[config.mk]
export PLATFORM = sky130hd
export DESIGN_NAME = qracc_output_collector_flat
export DESIGN_NICKNAME = d
export VERILOG_FILES = /design/src/rtl/qracc_pkg.sv /design/src/rtl/qracc_output_collector_if.sv /design/src/rtl/qracc_row_fifo.sv /design/src/rtl/qracc_output_collector.sv /design/src/flat_wrapper.sv
export SDC_FILE = /design/constraint.sdc
export NUM_CORES = 1
export LEC_CHECK = 0
export ABC_CLOCK_PERIOD_IN_PS = 6400
export BUFFER_PORTS_ARGS = -buffer_cell sky130_fd_sc_hd__buf_2
export CORE_UTILIZATION = 40
export DETAILED_ROUTE_END_ITERATION = 16
export PLACE_DENSITY = 0.63
export RECOVER_POWER = 25
export SYNTH_ARGS = -nofsm -noshare
export SYNTH_HDL_FRONTEND = slang
export SYNTH_SLANG_ARGS = --single-unit
[constraint.sdc]
create_clock -name clk -period 6.4 [get_ports clk]
set_clock_uncertainty 0.05 [all_clocks]
set_input_delay 0.32 -clock clk [delete_from_list [all_inputs] [get_ports clk]]
set_output_delay 0.32 -clock clk [all_outputs]
set_load 0.01 [all_outputs]
[src/rtl/qracc_pkg.sv]
// Shared constants and types for the QRACC output path.
// Default sizes: 32 columns x 4 bits per row, serialized over a 32-bit bus.
package qracc_pkg;
   localparam int QRACC_OUT_ELEMENTS   = 32;
   localparam int QRACC_OUT_BITS       = 4;
   localparam int QRACC_OUT_BUS_WIDTH  = 32;
   localparam int QRACC_OUT_FIFO_DEPTH = 4;
   localparam int QRACC_OUT_NUM_BEATS  = QRACC_OUT_ELEMENTS * QRACC_OUT_BITS / QRACC_OUT_BUS_WIDTH;
   localparam int QRACC_OUT_CFG_W      = $clog2(QRACC_OUT_NUM_BEATS + 1);

   typedef logic [QRACC_OUT_CFG_W-1:0] out_beat_cfg_t;
endpackage

[src/rtl/qracc_output_collector_if.sv]
// Beat-serial valid/ready bus from the output collector toward writeback.
interface qracc_output_collector_if
   import qracc_pkg::*;
#(
   parameter int busWidth = QRACC_OUT_BUS_WIDTH
);
   logic [busWidth-1:0] data;
   logic                valid;
   logic                ready;
   logic                last;

   modport master (output data, output valid, output last, input ready);
   modport slave  (input data, input valid, input last, output ready);
endinterface

[src/rtl/qracc_row_fifo.sv]
// Generic synchronous FIFO with wrap-bit pointers, flush and occupancy count.
// Storage is not reset; only the pointers are.
module qracc_row_fifo
   import qracc_pkg::*;
#(
   parameter int WIDTH = QRACC_OUT_ELEMENTS * QRACC_OUT_BITS,
   parameter int DEPTH = QRACC_OUT_FIFO_DEPTH,
   localparam int AW = $clog2(DEPTH),
   localparam int CW = $clog2(DEPTH + 1)
)(
   input  logic             clk,
   input  logic             nrst,
   input  logic             flush_i,
   input  logic             push_i,
   input  logic [WIDTH-1:0] push_data_i,
   input  logic             pop_i,
   output logic [WIDTH-1:0] head_data_o,
   output logic             full_o,
   output logic             empty_o,
   output logic [CW-1:0]    count_o
);
   logic [AW:0]      wr_ptr_q, wr_ptr_d;
   logic [AW:0]      rd_ptr_q, rd_ptr_d;
   logic [WIDTH-1:0] mem_q [DEPTH];

   assign empty_o     = (wr_ptr_q == rd_ptr_q);
   assign full_o      = (wr_ptr_q[AW-1:0] == rd_ptr_q[AW-1:0]) && (wr_ptr_q[AW] != rd_ptr_q[AW]);
   assign count_o     = wr_ptr_q - rd_ptr_q;
   assign head_data_o = mem_q[rd_ptr_q[AW-1:0]];

   always_comb begin
      wr_ptr_d = wr_ptr_q;
      rd_ptr_d = rd_ptr_q;
      if (flush_i) begin
         wr_ptr_d = '0;
         rd_ptr_d = '0;
      end else begin
         if (push_i) wr_ptr_d = wr_ptr_q + (AW+1)'(1);
         if (pop_i)  rd_ptr_d = rd_ptr_q + (AW+1)'(1);
      end
   end

   always_ff @(posedge clk or negedge nrst) begin
      if (!nrst) begin
         wr_ptr_q <= '0;
         rd_ptr_q <= '0;
      end else begin
         wr_ptr_q <= wr_ptr_d;
         rd_ptr_q <= rd_ptr_d;
      end
   end

   // A push into a full FIFO lands on the slot being popped this same cycle.
   always_ff @(posedge clk) begin
      if (push_i && !flush_i) mem_q[wr_ptr_q[AW-1:0]] <= push_data_i;
   end
endmodule

[src/rtl/qracc_output_collector.sv]
// Buffers completed MAC rows and serializes them as bus-width beats with
// a programmable beat count per row; tracks dropped rows as sticky overflow.
module qracc_output_collector
   import qracc_pkg::*;
#(
   parameter int outputElements = QRACC_OUT_ELEMENTS,
   parameter int outputBits     = QRACC_OUT_BITS,
   parameter int busWidth       = QRACC_OUT_BUS_WIDTH,
   parameter int fifoDepth      = QRACC_OUT_FIFO_DEPTH,
   localparam int numBeats = outputElements * outputBits / busWidth,
   localparam int RowW     = outputElements * outputBits,
   localparam int CfgW     = $clog2(numBeats + 1),
   localparam int CntW     = $clog2(fifoDepth + 1)
)(
   input  logic                     clk,
   input  logic                     nrst,
   input  logic                     clear_i,
   input  logic [CfgW-1:0]          cfg_active_beats_i,
   input  logic                     mac_valid_i,
   input  logic [RowW-1:0]          mac_data_i,
   qracc_output_collector_if.master out_bus,
   output logic                     full_o,
   output logic [CntW-1:0]          count_o,
   output logic                     idle_o,
   output logic                     overflow_o
);
   logic [RowW-1:0] head_row;
   logic            fifo_empty, fifo_full;
   logic [CfgW-1:0] beat_q, beat_d, active_beats;
   logic            overflow_q, overflow_d;
   logic            hs, pop, push, drop;
   logic [31:0]     beat_base;

   function automatic logic [CfgW-1:0] clamp_beats(input logic [CfgW-1:0] cfg);
      if (cfg == '0 || int'(cfg) > numBeats) return CfgW'(numBeats);
      return cfg;
   endfunction

   assign active_beats  = clamp_beats(cfg_active_beats_i);
   assign out_bus.valid = !fifo_empty;
   assign out_bus.last  = out_bus.valid && (beat_q == active_beats - CfgW'(1));
   assign beat_base     = 32'(beat_q) * 32'(busWidth);
   // Gated by valid so the bus reads zero whenever no row is held.
   assign out_bus.data  = out_bus.valid ? head_row[beat_base +: busWidth] : '0;

   assign hs   = out_bus.valid && out_bus.ready;
   assign pop  = hs && out_bus.last;
   assign push = mac_valid_i && !clear_i && (!fifo_full || pop);
   assign drop = mac_valid_i && !clear_i && fifo_full && !pop;

   always_comb begin
      beat_d = beat_q;
      if (clear_i || pop) beat_d = '0;
      else if (hs)        beat_d = beat_q + CfgW'(1);
   end

   assign overflow_d = clear_i ? 1'b0 : (overflow_q || drop);

   always_ff @(posedge clk or negedge nrst) begin
      if (!nrst) begin
         beat_q     <= '0;
         overflow_q <= 1'b0;
      end else begin
         beat_q     <= beat_d;
         overflow_q <= overflow_d;
      end
   end

   qracc_row_fifo #(.WIDTH(RowW), .DEPTH(fifoDepth)) u_row_fifo (
      .clk         (clk),
      .nrst        (nrst),
      .flush_i     (clear_i),
      .push_i      (push),
      .push_data_i (mac_data_i),
      .pop_i       (pop),
      .head_data_o (head_row),
      .full_o      (fifo_full),
      .empty_o     (fifo_empty),
      .count_o     (count_o)
   );

   assign full_o     = fifo_full;
   assign idle_o     = fifo_empty && (beat_q == '0);
   assign overflow_o = overflow_q;

`ifndef SYNTHESIS
   // The beat count is only safe to retune while nothing is buffered or mid-row.
   a_cfg_quasi_static : assert property (@(posedge clk) disable iff (!nrst)
      $changed(cfg_active_beats_i) |-> idle_o);
`endif
endmodule

[src/flat_wrapper.sv]
// flat-port wrapper written by rule: the top's interface ports become plain ports
module qracc_output_collector_flat import qracc_pkg::*;
#(
   parameter int outputElements = QRACC_OUT_ELEMENTS,
   parameter int outputBits     = QRACC_OUT_BITS,
   parameter int busWidth       = QRACC_OUT_BUS_WIDTH,
   parameter int fifoDepth      = QRACC_OUT_FIFO_DEPTH,
   localparam int numBeats = outputElements * outputBits / busWidth,
   localparam int RowW     = outputElements * outputBits,
   localparam int CfgW     = $clog2(numBeats + 1),
   localparam int CntW     = $clog2(fifoDepth + 1)
)
  (clk, nrst, clear_i, cfg_active_beats_i, mac_valid_i, mac_data_i, full_o, count_o, idle_o, overflow_o, out_bus_data, out_bus_valid, out_bus_last, out_bus_ready);
  qracc_output_collector_if #(.busWidth(busWidth)) out_bus_i ();
  input  logic clk;
  input  logic nrst;
  input  logic clear_i;
  input  logic [CfgW-1:0] cfg_active_beats_i;
  input  logic mac_valid_i;
  input  logic [RowW-1:0] mac_data_i;
  output logic full_o;
  output logic [CntW-1:0] count_o;
  output logic idle_o;
  output logic overflow_o;
  output wire logic [$bits(out_bus_i.data)-1:0] out_bus_data;
  output wire logic [$bits(out_bus_i.valid)-1:0] out_bus_valid;
  output wire logic [$bits(out_bus_i.last)-1:0] out_bus_last;
  input wire logic [$bits(out_bus_i.ready)-1:0] out_bus_ready;
  assign out_bus_data = out_bus_i.data;
  assign out_bus_valid = out_bus_i.valid;
  assign out_bus_last = out_bus_i.last;
  assign out_bus_i.ready = out_bus_ready;
  qracc_output_collector #(.outputElements(outputElements), .outputBits(outputBits), .busWidth(busWidth), .fifoDepth(fifoDepth)) u_core (.clk(clk), .nrst(nrst), .clear_i(clear_i), .cfg_active_beats_i(cfg_active_beats_i), .mac_valid_i(mac_valid_i), .mac_data_i(mac_data_i), .out_bus(out_bus_i), .full_o(full_o), .count_o(count_o), .idle_o(idle_o), .overflow_o(overflow_o));
endmodule
Word level (Yosys, flattened, before mapping) --
Memory sizes are Yosys's and may differ from the RTL's. Cells that the tools add are included.
Word-level totals: input bits 136, memory bits (writable) 512, output and inout bits 40, memories kept 1, register bits 10, logic and storage cells 52
Operators by class: eq/ne operators 4, order comparisons 1, add/sub/neg operators 5, shifts and indexed selects 1, reductions and logical operators 23, multiplexer cells 13
Memories:
- u_core.u_row_fifo.mem_q | words 4, bits a word 128, rd ports 1, clocked after Yosys merged registers in 0, wr ports 1, RTL line qracc_row_fifo.sv:24 | logic [WIDTH-1:0] mem_q [DEPTH];
Operators with widths (number):
- $shiftx A128 B9 Y32 | 1
- $mux W32 | 1
- $mux W3 | 8
- $logic_and A1 B1 Y1 | 10
- $add A3 B1 Y3 const B | 3
- $eq A3 B3 Y1 | 2
- $logic_not A3 Y1 | 2
- $reduce_bool A2 Y1 | 3
- $logic_not A1 Y1 | 4
- $logic_or A1 B1 Y1 | 4
- $mux W1 | 4
- $gt A3 B3 Y1 const B | 1
- $sub A3 B1 Y3 const B | 1
- $sub A3 B3 Y3 | 1
- $eq A2 B2 Y1 | 1
- $ne A1 B1 Y1 | 1

Logic depth before layout (Yosys ltp) --
Gate-level depths: netlist (run 1).
depth in word-level cells 13, mapped depth 11, mapped depth without buffers 9

Modules after synthesis --
Synthesis (run 1) repeated with hierarchy kept, for this count alone.
Second synthesis, totals: cell total of the unflattened synthesis 830, area total of the unflattened synthesis 20266.9 um^2
Modules (own cells, without submodules):
- qracc_row_fifo | times used 1, cells an instance 711, area each 18914.4 um^2
- qracc_output_collector | times used 1, cells an instance 119, area each 1352.5 um^2

Least setup slack after synthesis (run 1) --
No wires, ideal clock.
path type in2reg, start point in cfg_active_beats_i[0], end point mem u_core.u_row_fifo.mem_q[2][0] (netlist name), enable pin, data required time 5848 ps, buffers on the path 0, setup time 502 ps, setup slack 672 ps, stages on the path 9, data arrival time 5175 ps, cell sequence or2_2 > ha_1 > nand2b_1 > ha_1 > xor2_2 > o21ai_1 > o41ai_4 > and2b_1 > and2_1
On the way: longest elaborated chain between the ends 13, elaborated cells on any way between the ends 14
Ends and longest elaborated chain:
- from (decl) | RTL line flat_wrapper.sv:18 | input logic [CfgW-1:0] cfg_active_beats_i;
- $gt A3 B3 Y1 or $logic_not A3 Y1 (tied branches) | RTL line qracc_output_collector.sv:35 | if (cfg == '0 || int'(cfg) > numBeats) return CfgW'(numBeats);
- $logic_or A1 B1 Y1 | RTL line qracc_output_collector.sv:35
- $mux W1 | RTL line qracc_output_collector.sv:35
- $mux W3 (*) | RTL line qracc_output_collector.sv:36 | return cfg;
- $sub A3 B1 Y3 (*) | RTL line qracc_output_collector.sv:41 | assign out_bus.last = out_bus.valid && (beat_q == active_beats - CfgW'(1));
- $eq A3 B3 Y1 (*) | RTL line qracc_output_collector.sv:41
- $logic_and A1 B1 Y1 (*) | RTL line qracc_output_collector.sv:41
- $logic_and A1 B1 Y1 (*) | RTL line qracc_output_collector.sv:47 | assign pop = hs && out_bus.last;
- $logic_or A1 B1 Y1 (*) | RTL line qracc_output_collector.sv:48 | assign push = mac_valid_i && !clear_i && (!fifo_full || pop);
- $logic_and A1 B1 Y1 (*) | RTL line qracc_output_collector.sv:48
- $logic_and A1 B1 Y1 (*) | RTL line qracc_row_fifo.sv:55 | if (push_i && !flush_i) mem_q[wr_ptr_q[AW-1:0]] <= push_data_i;
- $mux W1 (*) | RTL line qracc_row_fifo.sv:55
- $mux W1 (implied by the code) (*) | RTL line qracc_row_fifo.sv:55
- to (decl) | RTL line qracc_row_fifo.sv:24
Every way passes the cells marked *; elsewhere a longest branch is shown, timed or not.

Worst setup path after layout (run 1) --
start point reg u_core.u_row_fifo.rd_ptr_q[1], end point mem u_core.u_row_fifo.mem_q[2][75] (netlist name), enable pin
On the way: longest elaborated chain between the ends 9, elaborated cells on any way between the ends 13
Ends and longest elaborated chain:
- from (decl) | RTL line qracc_row_fifo.sv:23 | logic [AW:0] rd_ptr_q, rd_ptr_d;
- from (signal assigned) | RTL line qracc_row_fifo.sv:49 | rd_ptr_q <= rd_ptr_d;
- $eq A3 B3 Y1 | RTL line qracc_row_fifo.sv:26 | assign empty_o = (wr_ptr_q == rd_ptr_q);
- $logic_not A1 Y1 | RTL line qracc_output_collector.sv:40 | assign out_bus.valid = !fifo_empty;
- $logic_and A1 B1 Y1 (on tied branches) | RTL line qracc_output_collector.sv:46, qracc_output_collector.sv:41
- $logic_and A1 B1 Y1 | RTL line qracc_output_collector.sv:47
- $logic_or A1 B1 Y1 (*) | RTL line qracc_output_collector.sv:48
- $logic_and A1 B1 Y1 (*) | RTL line qracc_output_collector.sv:48
- $logic_and A1 B1 Y1 (*) | RTL line qracc_row_fifo.sv:55
- $mux W1 (*) | RTL line qracc_row_fifo.sv:55
- $mux W1 (implied by the code) (*) | RTL line qracc_row_fifo.sv:55
Marked as above.

==> results.md, run 1 <==
* Fin Setup TNS at 0 ns
* Via density at 5.18
* Total gr overflow at 0
* Vias at between 10,000 and 15,000
* Main flop type after synthesis: edfxtp_1
* Final count of negative-setup-slack endpoints at 0
* Slew headroom at between 30% and 40%
* WL final at 44,600 µm
* Root Driver: clkbuf_16
* Final nets at roughly 1,400
* Die Area at ~52,000 µm²
* Async set-reset flop share out of synthesis at 1.92%
* CTS tree: yes
* First-pass iteration count of the detailed router at 5
* Final hold viol count at 0
* Req. time, crit path at between 6 and 7 ns
* Die width at 228 µm
* Ratio of cells with drive above 1 in the final layout at 26.1%
* DRT iter0 DRCs at ~860
* CP Class: reg2reg
* Residual DRC count at 0
* ANT nets after route at 0
* EDFF count, synth at about 500
* Fillers at between 4,000 and 5,000
* Period minus WS final at 4.22 ns
* Fin Hold WS at ~0.035 ns
* Core Rows at around 80
* Count of warnings emitted by yosys at 0
* Max FO, Critical Path at 60
* Max-Cap Viols at 0
* Leakage at 8.37 nW
* Worst Max-Slew Pin Slew at 0.950 ns
* WHS Path Cells at 2
* Clock Latency Late Sink at around 0.57 ns
* Nature of the critical path endpoint: flop
* Vias in the first global route at ~11,000
* Worst path arrival time at 4.42 ns
* Initial antenna violation count at 6
* Maximum vdd ir drop at between 0.2 and 0.3 mV
* Global-route wire length before repair at slightly below 70,000 µm
* Mapped cell area at ~20,000 µm²
* Synthesized net count at ~1,100
* Htree depth at 2
* Cts bufs inserted at roughly 50
* Worst min-delay path category: in2reg
* DR WL/cell at 22.5 µm
* Reg2reg path depth at 9
* Post-CTS Hold Fix Bufs at 130
* Setup bufs post-CTS at 0
* Cells after synthesis at ~940
* Cell taking the most area after synthesis: edfxtp_1
* Clk sink count at roughly 520
* Core area at a little over 50,000 µm²
* Slew Viols, Final at 0
* Die Ht at around 230 µm
* Met3 wire length at 3000 µm
* Largest net degree at the start of global routing at between 90 and 100
* Tcrit/Tclk final at around 66%
* Synth Register Bits at between 500 and 600
* Dpl cell area at 22,100 µm²
* PD cells at 303 nW/µm²
* Unrepaired setup endpoints after global routing: no
* Synth top area share at around three quarters
* Uppermost layer routed: met5
* P&R area growth vs syn at 22.5%
* Yosys cell types at 44
* Largest cells by area after synthesis: edfxtp_1 (75%), mux4_2 (14%), mux2i_1 (1.7%)
* Met2 WL at approximately 22,000 µm
* Clk slew on worst S/H paths at about 0.06 ns
* Post-synthesis sequential area ratio at around 76%
* Detailed Place HPWL at roughly 27,000 µm
* Top Ports at 176
* Total track usage at 17.3%
* Syn Area/Cell at ~22 µm²
* Critical Path Start Type: flop
* Post-CTS sizing at 0
* M1 wire length at about 19,000 µm
* Design area at about 25,000 µm²
* Status: completed
* Fmax at around 240 MHz
* Final GP Congestion at ~0.77
* R2R setup slack at 2.18 ns
* Clock Path Buffers at 3
* Count of input and output buffers at approximately 180
* Initial Utilization at approximately 41%
[registers in the layout (all words and copies together), names as in the netlist]
register                    cells
u_core.u_row_fifo.mem_q       512
u_core.overflow_o               1
u_core.beat_q                   3
u_core.u_row_fifo.rd_ptr_q      3
u_core.u_row_fifo.wr_ptr_q      3
[placed cells by master (no fill, tap or decap), types with 11 or more instances in the layout]
cell	netlist	routed
a211oi_1	32	32
ha_1	11	11
edfxtp_1	512	512
clkinv_1	0	11
dlygate4sd3_1	0	130
clkbuf_16	0	51
buf_2	12	104
clkbuf_1	17	78
and3_1	32	32
mux2i_1	34	34
mux4_2	128	128
nand2_1	68	68
[metal layers]
metal / vias to the layer above / track usage (%)
li1: 4547 / -
met1: 5298 / 23.7
met2: 336 / 28.4
met3: 69 / 3.62
met4: 4 / 4.05
met5: - / 0
[synth_stat cells (2+ instances only)]
library cell and instances:
buf_2 12, buf_4 10, ha_1 11, nor2_1 9, and3_1 32, xnor2_1 5
buf_6 5, xor2_1 2, mux4_2 128, inv_1 7, nand3b_1 2, a21oi_1 3
clkbuf_1 17, a211oi_1 32, edfxtp_1 512, nor3_2 2, nand3_1 2, inv_2 2
and2_1 5, buf_1 5, dfrtp_1 10, mux2i_1 34, nand2b_1 3, nand2_1 68
[critical path, cell delays in order, from the launching register on]
cell      delay [ns]
dfrtp_4         0.61
inv_2           0.08
buf_4           0.57
ha_1            0.36
nand2_1         0.14
o211ai_1        0.14
o41ai_4         0.39
and2b_1         0.26
and2_4          0.77
buf_4           0.45
[report_power, final]
part	internal (W)	switching, W	total, W
Sequential	0.00386	0.0000387	0.00390
Clock	0.00183	0.00127	0.00310
Combinational	0.000250	0.000330	0.000580
[final timing paths]
| path | start | to |
|---|---|---|
| max | u_core.u_row_fifo.rd_ptr_q[1]$_DFFE_PN0N_ | u_core.u_row_fifo.mem_q[2][75]$_DFFE_PP_ |
| min | clear_i | u_core.overflow_o$_DFF_PN0_ |
| max reg2reg | u_core.u_row_fifo.rd_ptr_q[1]$_DFFE_PN0N_ | u_core.u_row_fifo.mem_q[2][75]$_DFFE_PP_ |
| min in group asynchronous | nrst | u_core.overflow_o$_DFF_PN0_ |
| max in group asynchronous | nrst | u_core.beat_q[0]$_DFFE_PN0P_ |
| min reg2reg | u_core.overflow_o$_DFF_PN0_ | u_core.overflow_o$_DFF_PN0_ |
[area by class of cell]
type,instances,area [µm²],area share [%]
multi-input cells,357,4500,18.0
inverters,10,40.0,0.160
well taps,672,841,3.36
clock buffers,58,1300,5.21
repair buffers,319,2260,9.02
diodes,5,12.5,0.0500
flip-flops and latches,522,15600,62.5
clock inverters,35,429,1.72
[per-stage QoR]
stage	cells	util, %	power (W)	setup slack [ns]
floorplan	938	-	0.00426	0.672
global placement	1750	43.9	0.00449	2.17
detailed placement	1750	43.9	0.00450	2.11
CTS	1973	49.9	0.00765	2.12
global route	1976	49.7	0.00783	1.86
finish	1978	49.8	0.00758	2.18
[kinds of logic (layout without fill, tap and decap cells)]
group           after synthesis  after routing  synth area share, %
compound gates               43             43                 1.65
xor+xnor                     10             10                0.631
fa+ha+maj                    12             12                0.772
buf+inv                      59            422                 1.54
flops                       522            522                 76.5
mux                         162            162                 15.8
other cells                   0              5                    0
simple gates                130            130                 3.14
No activity file was read; power rests on OpenSTA's default activity.
==> inputs of run 2 (changes only) <==
Settings changed: ABC_CLOCK_PERIOD_IN_PS 6400 to 4300.
Clock period 6.4 ns to 4.3 ns, I/O delays scaled along.
==> run 2 against run 1 <==
Compared with the run above:
- routed wire length rose by 0.33%
- die area did not move
- clock power rose by 38%
- utilization rose by 0.18 points
- final cell count rose by 0.91%
- largest cell class unchanged
==> results.md, run 2 (synthesis gave the netlist of run 1 again) <==
* Fin worst setup slack at 0.663 ns (-1.52 ns)
* PD cells at 437 nW/µm² (+44%)
* DR WL/cell at 22.4 µm (-0.57%)
* Total track usage at 17.4% (+0.073 points)
* Setup bufs post-CTS at 0 (unchanged)
* Worst path arrival time at 3.37 ns (-1.05 ns)
* Worst r2r src: u_core.u_row_fifo.rd_ptr_q[0]$_DFFE_PN0N_
* CP bufs+invs at 3 (unchanged)
* Htree depth at 2 (unchanged)
* First-pass iteration count of the detailed router at 5 (unchanged)
* WHS Path Cells at 6 (+4)
* P&R area growth vs syn at 22.9%
* Util after Layout at 49.9% (+0.18 points)
* Count of input and output buffers at 175 (unchanged)
* Die Ht at 228 µm (unchanged)
* Tcrit/Tclk final at a little over four fifths
* Pre-CTS WS at 0.672 ns (-1.44 ns)
* Unrepaired setup endpoints after global routing: no
* Largest net degree at the start of global routing at 100 (+9.9%)
* Die width at 228 µm (unchanged)
* Via density at 5.20 (+0.30%)
* Placed Cells at 1,760 (+0.57%)
* Final nets at 1,425 (+1.1%)
* Critical Path Start Type: flop
* Commonest non-fill, non-tap cell in the layout: edfxtp_1
* Crit path max-delay family: simple AND/OR/NAND/NOR gates
* Final hold viol count at 0 (unchanged)
* Final GP Congestion at 0.728 (-5.1%)
* Clk slew on worst S/H paths at 0.06 ns (about the same)
* Detailed Place HPWL at 27,600 µm (+2.9%)
* WL final at 44,700 µm (+0.33%)
* Vias at 10,378 (+1.2%)
* Fillers at 4,147 (+0.53%)
* Max-Cap Viols at 0 (unchanged)
* Hold EP: u_core.u_row_fifo.rd_ptr_q[2]$_DFFE_PN0N_
* Residual DRC count at 0 (unchanged)
* Fin Setup TNS at 0 ns (unchanged)
* Slew headroom at 34.5% (-2.1 points)
* DRT iter0 DRCs at 755 (-12%)
* Final count of negative-setup-slack endpoints at 0 (unchanged)
* Cts bufs inserted at 53 (+3.9%)
* Leakage at 8.42 nW (+0.63%)
* Reg2reg path depth at 7 (-2)
* Max FO, Critical Path at 15 (-75%)
* Vias in the first global route at 11,077 (+1.4%)
* R2R Path End: u_core.u_row_fifo.mem_q[2][80]$_DFFE_PP_
* Status: completed
* CTS tree: yes
* Most frequent cells in the layout: edfxtp_1 (512), dlygate4sd3_1 (134), mux4_2 (128)
* Clk sink count at 522 (unchanged)
* Slowest library cell on the worst path: nand2b_1
* Clock Latency Late Sink at 0.59 ns (+0.02 ns)
* Clock Path Buffers at 3 (unchanged)
* Slew Viols, Final at 0 (unchanged)
* CP Class: reg2out
* Req. time, crit path at 4.03 ns (-2.57 ns)
* Total gr overflow at 0 (unchanged)
* Die Area at 52,000 µm² (unchanged)
* Ratio of cells with drive above 1 in the final layout at 26.6% (+0.46 points)
* Core area at 50,300 µm² (unchanged)
* Max FFs per register at 512 (unchanged)
* Critical Path Max Stage Delay at 0.65 ns (-0.12 ns)
* Initial antenna violation count at 7 (+1)
* Root Driver: clkbuf_16
* Global-route wire length before repair at 68,300 µm (+0.63%)
* Worst min-delay path category: in2reg
* R2R setup slack at 1.27 ns (-0.91 ns)
* Final Non-Filler Cells at 1,996 (+0.91%)
* Initial Utilization at 40.6% (unchanged)
* ANT nets after route at 0 (unchanged)
* Period minus WS final at approximately 3.6 ns
* Top Ports at 176 (unchanged)
* Maximum vdd ir drop at 0.308 mV (+20%)
* Fmax at ~270 MHz
* Hold path startpoint: cfg_active_beats_i[2]
* Crit-path cells: ha_1 > nand2_1 > nor2_1 > inv_2 > nand2b_1 > buf_4 > a211oi_1 > buf_2
* Nature of the critical path endpoint: output port
* Worst Max-Slew Pin Slew at 0.982 ns (+0.0320 ns)
* Core Rows at 82 (unchanged)
-- run 2: metrics by stage --
stage / area [µm²] / hold slack [ns] / total power (W)
4_1_cts: 25200 / 0.219 / 0.0111
3_3_place_gp: 22200 / 0.0515 / 0.00670
3_5_place_dp: 22200 / 0.0569 / 0.00671
5_1_grt: 25100 / 0.281 / 0.0113
2_1_floorplan: 20400 / -0.131 / 0.00633
6_report: 25100 / 0.243 / 0.0110
-- run 2: what timing repair did --
| action | CTS | global route |
|---|---|---|
| gates resized for setup | 0 | 0 |
| endpoints found under the hold margin | 532 | 0 |
| hold buffers | 134 | 0 |
-- run 2: worst max path at each step --
stage	startpoint	to	slack [ns]	cells after the start
2_1_floorplan	u_core.u_row_fifo.rd_ptr_q[1]$_DFFE_PN0N_	u_core.u_row_fifo.mem_q[0][0]$_DFFE_PP_	0.04	10
5_1_grt	u_core.u_row_fifo.rd_ptr_q[0]$_DFFE_PN0N_	out_bus_data[17]	0.38	5
3_3_place_gp	cfg_active_beats_i[0]	u_core.u_row_fifo.mem_q[0][74]$_DFFE_PP_	0.72	11
3_5_place_dp	cfg_active_beats_i[0]	u_core.u_row_fifo.mem_q[2][80]$_DFFE_PP_	0.67	11
6_report	u_core.u_row_fifo.rd_ptr_q[0]$_DFFE_PN0N_	out_bus_data[22]	0.66	8
4_1_cts	u_core.u_row_fifo.rd_ptr_q[0]$_DFFE_PN0N_	out_bus_data[0]	0.56	5
-- run 2: worst min-delay path, delay by kind of cell --
kind | cells | cell delay (ns)
AND/OR/NAND/NOR | 3 | 0.26
XOR/XNOR | 2 | 0.30
buffers and inverters | 1 | 0.08
-- run 2: layout make-up --
type,instances,area [µm²],share of cell area [%]
tap,672,841,3.35
inverter,10,40.0,0.159
antenna,4,10.0,0.0399
sequential,522,15600,62.3
timing repair buffer,333,2470,9.84
clock inverter,28,171,0.683
clock buffer,70,1440,5.75
multi-input combinational,357,4500,17.9
-- run 2: report_power, final --
| part | switching [W] | total, W | internal [W] |
|---|---|---|---|
| registers | 0.0000338 | 0.00578 | 0.00575 |
| logic | 0.000515 | 0.000902 | 0.000387 |
| clock network | 0.00186 | 0.00428 | 0.00242 |
| total | 0.00241 | 0.0110 | 0.00856 |
-- run 2: routing by layer --
| metal | track usage [%] | up-vias | wire (µm) |
|---|---|---|---|
| li1 | - | 4585 | - |
| met1 | 23.5 | 5414 | 19100 |
| met2 | 28.2 | 303 | 21700 |
| met3 | 4.34 | 68 | 3120 |
| met4 | 4.30 | 8 | 694 |
| met5 | 0 | - | 46 |
==> inputs of run 3 (changes only) <==
Settings changed: ABC_CLOCK_PERIOD_IN_PS 4300 to 3200, PLACE_DENSITY 0.63 to 0.65.
Clock period 4.3 ns to 3.2 ns, I/O delays scaled along.
==> run 3 against run 2 <==
Compared with the run above:
- final cell count decreased by 0.25%
- combinational power up 37%
- critical path depth shrank 1
- flip-flop and latch count stayed put
- largest power group unchanged
- worst hold slack improved by 0.0039 ns
- clock-buffer cell count down 6
- via count shrank 0.60%
- routed wire length up 0.64%
- sequential share of layout area down 0.37 points
- setup slack lost 0.54 ns
==> results.md, run 3 (synthesis gave the netlist of run 1 again) <==
* CP Class: reg2out
* Setup bufs post-CTS at 0 (unchanged)
* Sw Share at 21.5% (-0.44 points)
* Internal at 0.0116 W (+35%)
* Ratio of cells with drive above 1 in the final layout at 26.8% (+0.25 points)
* Via density at 5.18 (-0.35%)
* Slew Viols, Final at 0 (unchanged)
* Maximum vdd ir drop at 0.513 mV (+66%)
* Period minus WS final at slightly above 3 ns
* Most frequent cells in the layout: edfxtp_1 (512), dlygate4sd3_1 (134), mux4_2 (128)
* PD cells at 584 nW/µm² (+34%)
* Total track usage at 17.3% (-0.066 points)
* Worst r2r src: u_core.u_row_fifo.rd_ptr_q[0]$_DFFE_PN0N_
* Core area at 50,300 µm² (unchanged)
* Initial antenna violation count at 1 (-6)
* Max FFs per register at 512 (unchanged)
* Fmax at approximately 320 MHz
* Commonest non-fill, non-tap cell in the layout: edfxtp_1
* Htree depth at 2 (unchanged)
* Core Rows at 82 (unchanged)
* Crit path max-delay family: flip-flops
* Initial Utilization at 40.6% (unchanged)
* CP bufs+invs at 2 (-1)
* Worst min-delay path category: in2reg
* Vias at 10,316 (-0.60%)
* Slowest library cell on the worst path: dfrtp_4
* ANT nets after route at 0 (unchanged)
* Clk sink count at 522 (unchanged)
* Final nets at 1,431 (+0.42%)
* P&R area growth vs syn at 23.7%
* Req. time, crit path at 2.99 ns (-1.04 ns)
* Max FO, Critical Path at 14 (-1)
* Tcrit/Tclk final at 96.2%
* Status: completed
* Final count of negative-setup-slack endpoints at 0 (unchanged)
* Critical Path Start Type: flop
* Net Sw Power at 0.00317 W (+32%)
* DRT iter0 DRCs at 746 (-1.2%)
* Hold path startpoint: cfg_active_beats_i[2]
* First-pass iteration count of the detailed router at 5 (unchanged)
* Crit-path cells: ha_1 > nand2_4 > nor2_1 > inv_2 > nand2b_2 > a211oi_1 > buf_2
* Worst path arrival time at 2.87 ns (-0.50 ns)
* ANT cells at 0 (-4)
* Final GP Congestion at 0.759 (+4.3%)
* Nature of the critical path endpoint: output port
* Root Driver: clkbuf_16
* Clk slew on worst S/H paths at 0.06 ns (about the same)
* Top Ports at 176 (unchanged)
* Final hold viol count at 0 (unchanged)
* Reg power frac at 52.7% (about the same)
* CTS tree: yes
* Fin Setup TNS at 0 ns (unchanged)
* Cts bufs inserted at 51 (-3.8%)
* Combinational share of power at 8.4% (+0.2 points)
* Tot Pwr at 0.0148 W (+35%)
* Design area at 25,300 µm² (+0.61%)
* Max-Cap Viols at 0 (unchanged)
* Fillers at 4,092 (-1.3%)
* Worst Max-Slew Pin Slew at 0.744 ns (-0.238 ns)
* Die Ht at 228 µm (unchanged)
* Clock Path Buffers at 3 (unchanged)
* Critical Path Max Stage Delay at 0.57 ns (-0.08 ns)
* Crit. Startpoint: u_core.u_row_fifo.rd_ptr_q[0]$_DFFE_PN0N_
* WL final at 45,000 µm (+0.64%)
* Clock Latency Late Sink at 0.55 ns (-0.04 ns)
* Die Area at 52,000 µm² (unchanged)
* Unrepaired setup endpoints after global routing: no
* Die width at 228 µm (unchanged)
* Total gr overflow at 0 (unchanged)
* Largest net degree at the start of global routing at 82 (-18%)
* Clock network fraction of design power at 38.9% (about the same)
* Pre-CTS WS at 0.0798 ns (-0.592 ns)
* Fin worst setup slack at 0.123 ns (-0.540 ns)
* Count of input and output buffers at 175 (unchanged)
* DR WL/cell at 22.6 µm (+0.89%)
* Vias in the first global route at 11,086 (+0.081%)
* Slew headroom at 50.4% (+16 points)
* Global-route wire length before repair at 67,900 µm (-0.66%)
* Leakage at 8.45 nW (+0.33%)
* Residual DRC count at 0 (unchanged)
* Detailed Place HPWL at 27,600 µm (+0.11%)
* Dpl cell area at 22,400 µm² (+0.77%)
==> run 3: cell count changes in the layout (fill, tap and decap cells not counted), moves of 2 or more <==
cell / delta
clkinv_2: -7
buf_2: -4
bufinv_16: +4
diode_2: -4
buf_12: +3
buf_4: +3
clkbuf_1: +3
clkbuf_16: -3
ha_1: -3
ha_4: +3
clkinvlp_4: +2
nand2b_1: -2
==> run 3: path summary, 6_finish.rpt <==
kind	end	slack, ns	cells past startpoint
worst max-delay path	out_bus_data[4]	0.12	7
worst min register to register	u_core.u_row_fifo.wr_ptr_q[0]$_DFFE_PN0P_	0.57	2
worst max register to register	u_core.u_row_fifo.mem_q[2][31]$_DFFE_PP_	0.36	7
max in group asynchronous	u_core.beat_q[0]$_DFFE_PN0P_	2.09	3
worst min-delay path	u_core.u_row_fifo.rd_ptr_q[2]$_DFFE_PN0N_	0.25	6
min in group asynchronous	u_core.overflow_o$_DFF_PN0_	0.60	3
==> run 3: metrics by stage <==
step           util [%]  instances  hold slack (ns)
3_5_place_dp       44.6       1767          0.00179
4_1_cts            50.4       1990            0.223
6_report           50.2       1991            0.247
5_1_grt            50.2       1991            0.273
3_3_place_gp       44.6       1767         -0.00294
2_1_floorplan         -        938           -0.186
==> run 3: area by class of cell <==
class	count	area, µm²	share of cell area (%)
Sequential cell	522	15600	61.9
Multi-Input combinational cell	357	4560	18.0
Timing Repair Buffer	341	2600	10.3
Clock buffer	64	1330	5.25
Tap cell	672	841	3.33
Clock inverter	25	251	0.996
Inverter	10	47.5	0.188
==> run 3: layer usage <==
layer  GRT usage (%)  part of all wire (%)  up-vias
met4            4.34                   1.8        2
met2            28.7                    50      323
met1            23.2                    42     5344
met3            3.93                   6.8       59
met5               0                 0.029        -
li1                -                     -     4588
==> run 3: what timing repair did <==
action                     4_1_cts  5_1_grt
setup endpoints to repair       15        7
hold endpoints to repair       532        0
resized for setup                2        0
cloned                           0        1
hold buffers                   134        0
==> run 3: power groups by stage <==
stage          Sequential [W]  Combinational (W)  Clock, W
2_1_floorplan         0.00791           0.000615         0
3_3_place_gp          0.00791            0.00112         0
3_5_place_dp          0.00792            0.00113         0
4_1_cts               0.00778            0.00127   0.00587
5_1_grt               0.00779            0.00134   0.00614
6_report              0.00778            0.00124   0.00574
==> run 3: worst register-to-register path, stage by stage, from the launching register on <==
cell and delay, ns:
dfrtp_4 0.57, ha_1 0.35, nand2_4 0.10, o211ai_1 0.16, o41ai_4 0.35, and2b_1 0.24, and2_4 0.41, buf_4 0.29
